[config.mk]
export PLATFORM = sky130hd
export DESIGN_NAME = alu_mul_sequencer
export DESIGN_NICKNAME = d
export VERILOG_FILES = /design/src/rtl/alu_mul_sequencer.sv
export SDC_FILE = /design/constraint.sdc
export NUM_CORES = 1
export LEC_CHECK = 0
export CORE_MARGIN = 2
export CORE_UTILIZATION = 40
export CTS_CLUSTER_DIAMETER = 200
export DETAILED_ROUTE_END_ITERATION = 6
export GPL_TIMING_DRIVEN = 0
export MAX_ROUTING_LAYER = met4
export PLACE_DENSITY = 0.76
export SLEW_MARGIN = 20
export SYNTH_ARGS = -nofsm -noshare
export SYNTH_HDL_FRONTEND = slang
export SYNTH_SLANG_ARGS = --single-unit
[constraint.sdc]
create_clock -name clock -period 1.3 [get_ports clock]
set_input_delay 0.26 -clock clock [delete_from_list [all_inputs] [get_ports clock]]
set_output_delay 0.26 -clock clock [all_outputs]
set_load 0.1 [all_outputs]
[src/rtl/alu_mul_sequencer.sv]
// alu_mul_sequencer: unsigned 8x8 shift-add multiply driven through the shared 74181-pair ALU.
// One add-and-shift step per RUN cycle; the 17-bit {carry, F} sum is shifted right into {hi, lo}.
module alu_mul_sequencer #(
    parameter logic [3:0] SEL_ADD         = 4'b0110,
    parameter logic       MODE_ARITH      = 1'b0,
    parameter logic       CIN_NONE        = 1'b1,
    parameter bit         COUT_ACTIVE_LOW = 1'b1
) (
    input  logic        clock,
    input  logic        reset,
    input  logic        start,
    input  logic [7:0]  multiplicand,
    input  logic [7:0]  multiplier,
    output logic        busy,
    output logic        done,
    output logic [15:0] product,
    output logic        product_zero,
    output logic        alu_mode,
    output logic [3:0]  alu_selector,
    output logic [7:0]  alu_a,
    output logic [7:0]  alu_b,
    output logic        alu_carry_in,
    input  logic [7:0]  alu_f,
    input  logic        alu_carry_out,
    input  logic        alu_zero
);
    typedef enum logic [1:0] {IDLE, RUN, DONE} state_t;
    state_t state, state_next;
    logic [7:0] mcand, hi, lo;
    logic [2:0] cnt;
    logic carry, unused_ok;
    logic [15:0] sum;
    assign unused_ok = alu_zero;
    assign carry = COUT_ACTIVE_LOW ? ~alu_carry_out : alu_carry_out;
    assign sum = {carry, alu_f, lo[7:1]};
    assign alu_mode = MODE_ARITH;
    assign alu_selector = SEL_ADD;
    assign alu_carry_in = CIN_NONE;
    assign alu_a = hi;
    assign alu_b = lo[0] ? mcand : 8'h00;
    always_ff @(posedge clock) begin
        if (reset) state <= IDLE;
        else state <= state_next;
    end
    always_comb begin
        state_next = state;
        busy = state != IDLE;
        done = state == DONE;
        case (state)
            IDLE: state_next = start ? RUN : IDLE;
            RUN: state_next = (cnt == 3'd7) ? DONE : RUN;
            default: state_next = IDLE;
        endcase
    end
    always_ff @(posedge clock) begin
        if (reset) begin
            mcand <= 8'h00;
            hi <= 8'h00;
            lo <= 8'h00;
            cnt <= 3'd0;
            product <= 16'h0000;
            product_zero <= 1'b1;
        end else if (state == IDLE && start) begin
            mcand <= multiplicand;
            lo <= multiplier;
            hi <= 8'h00;
            cnt <= 3'd0;
        end else if (state == RUN) begin
            {hi, lo} <= sum;
            cnt <= cnt + 3'd1;
            if (cnt == 3'd7) begin
                product <= sum;
                product_zero <= sum == 16'h0000;
            end
        end
    end
endmodule

==> reports/qor.txt <==
Status -> finished with violations
Failing checks -> setup timing
Reg2reg end -> product[15]
First-pass GRT wire length -> 8200 um
Setup CP Type -> reg -> reg
Syn Std Cell Area -> 1910 um^2
Number of synthesized flops with an enable pin -> 0
Worst-path maximum fanout -> 8
CTS root buffer -> clkbuf_8
Pin count of the biggest net entering global routing -> 18
Commonest non-fill, non-tap cells in the layout -> nand2_1, buf_4, dfxtp_1, clkdlybuf4s50_1, a21oi_2
Initial antenna violation count -> 0
Routed wire per std cell -> 16.7 um
Number of synthesis warnings -> 0
Hold_ws -> 459 ps
Post-synthesis cell count -> 231
DR top layer -> met4
Max Fclk -> 735 MHz
RSZ-0062 raised after global routing -> yes
Tmin final -> 1360 ps
Post-synthesis cell type count -> 29
Setup Viol. Count Final -> 30
Commonest non-fill, non-tap cell in the layout -> nand2_1
WP data required -> 1530 ps
Reg2Reg Setup Slack -> -60 ps
PortBufs -> 61
Ports -> 70
Headroom to the max-slew limit -> 55.7%
Most used DFF post-synth -> dfxtp_1
# diodes -> 0
Crit. End Element -> register
Quantity of hold-fixing buffers added after cts -> 0
Area of the die -> 5340 um^2
Core ar. -> 4660 um^2
Gr usage total -> 20.5%
Design area -> 3360 um^2
Clock Pin Slew Worst Setup and Hold Paths -> 100 ps
Num CTS Buffers -> 5
Die Y-Extent -> 73.1 um
Nets@finish -> 351
CP Launch Type -> register
H-tree depth -> 2
Hpwl dp -> 3330 um
Site row count -> 25
Asr flop ratio synth -> 0%
Hold Vio Cnt, Final -> 0
Sequential-to-total area share from yosys stat -> 48.2%
Met2 WL -> 3150 um
Clock Path Buffers -> 2
Period utilisation layout -> 105%
Met3 wire length -> 481 um
FILL cells -> 319
Starting Density -> 41.0%
Worst Slack Setup Final -> -61.1 ps
Max-cap violations -> 0
TritonCTS clock tree -> yes
Reg-to-Reg Start -> cnt[0]
R2R cell count -> 5
Max-slew violation count -> 0
RD Place Congestion -> 0.811
Data arrival, critical path -> 1590 ps
DRC -> 0
Num Clock Sinks -> 46
DR iter-0 viols -> 124
Routed Antenna Nets -> 0
Setup Skew -> 13.4 ps
Leak Pwr -> 1.34 nW
Worst min-delay path class -> reg -> reg
Die X -> 73.1 um
Wl on met1 -> 2510 um
Drt pass-1 iters -> 4
End point of the critical path -> product[15]
Layout area overhead -> 75.8%
Clk_lat worst skew -> 310 ps
Mean post-synth cell area -> 8.27 um^2
#FFs+latches synth -> 46
Vias/cell -> 5.27
Drt total wl -> 6270 um
Vias in the first global route -> 1,795
Worst VDD drop -> 616 uV
Least-Margin Pin Slew -> 664 ps
Power Dens Cells -> 1020 nW/um^2
DP Area -> 2660 um^2
Total grt overflow -> 0
Via count -> 1,976
Worst Setup SP -> cnt[0]
Ratio of cells with drive above 1 in the final layout -> 52.3%
==> power by group <==
| group | switching (mW) | internal (mW) |
|---|---|---|
| Combinational | 0.461 | 0.320 |
| Sequential | 0.0720 | 1.46 |
| Clock | 0.530 | 0.577 |
| Total | 1.06 | 2.36 |
==> sequential cells by signal, summed over array words and instances, names as in the netlist <==
| signal | cells |
|---|---|
| lo | 8 |
| product_zero | 1 |
| mcand | 8 |
| state | 2 |
| product | 16 |
| cnt | 3 |
| alu_a | 8 |
==> routing by layer <==
metal / vias to the layer above / track usage, %
li1: 935 / -
met1: 924 / 25.8
met2: 105 / 31.8
met3: 12 / 4.56
met4: 0 / 8.44
met5: - / -
==> how the worst min path moves through the flow <==
stage                        from    endpoint  cells after the start
global route           product[3]  product[3]                      2
CTS                         reset       lo[4]                      2
detailed placement       mcand[5]    mcand[5]                      2
finish                 product[2]  product[2]                      2
floorplan           alu_carry_out    alu_a[7]                      1
global placement         mcand[5]    mcand[5]                      2
==> kinds of logic (layout without fill, tap and decap cells) <==
family / after synthesis / count (layout) / synth area share [%]
DFF: 46 / 46 / 48.2
and+or+nand+nor: 111 / 111 / 25.6
xor gates and xnor gates: 1 / 1 / 0.459
buffers and inverters: 22 / 108 / 7.86
adders and majority gates: 2 / 2 / 1.31
AOI/OAI and AO/OA: 47 / 47 / 16.1
other: 2 / 6 / 0.393
==> cell usage after synthesis (all sizes together), types with 2 or more instances <==
master / count / share of area (%)
nand2: 76 / 15
dfxtp: 46 / 48
a22oi: 2 / 0.79
conb: 2 / 0.39
clkbuf: 5 / 0.98
nand2b: 2 / 0.66
ha: 2 / 1.3
buf: 17 / 6.9
a211oi: 2 / 0.79
nand3: 2 / 0.52
nor4: 3 / 0.98
a21oi: 35 / 9.2
nor2b: 2 / 0.66
a311oi: 6 / 4.7
and2: 8 / 2.6
nor2: 11 / 2.2
==> metrics by stage <==
step | power (mW) | setup TNS, ps | utilization, % | cells | setup WS (ps)
2_1_floorplan | 1.94 | -35.7 | - | 235 | -11.9
3_3_place_gp | 2.11 | -28570 | 57.0 | 350 | -722
3_5_place_dp | 2.12 | -29930 | 57.0 | 350 | -735
4_1_cts | 3.26 | -400 | 63.8 | 366 | -66.8
5_1_grt | 3.53 | -2400 | 72.0 | 375 | -92.1
6_report | 3.42 | -732 | 72.0 | 375 | -61.1
==> critical path: stages (launching register included) <==
cell      delay [ps]
dfxtp_2          340
ha_4             160
ha_4             160
and3b_2          240
buf_6            160
a211oi_2         230
==> what timing repair did <==
| item | 4_1_cts | 5_1_grt |
|---|---|---|
| hold endpoints to repair | 0 | 0 |
| setup endpoints to repair | 79 | 46 |
| buffers inserted | 8 | 4 |
| pin swaps | 3 | 30 |
| gates cloned | 2 | 5 |
| resized for setup | 273 | 89 |
==> layout make-up <==
class                   count  area, um^2  share of cell area (%)
multi-input cells         167        1210                    36.1
flip-flops and latches     46         938                    28.0
repair buffers             80         856                    25.5
plain buffers              20         170                    5.07
clock buffers               5        68.8                    2.05
well taps                  54        67.6                    2.01
clock inverters             3        43.8                    1.30
(Power assumes the default switching activity.)
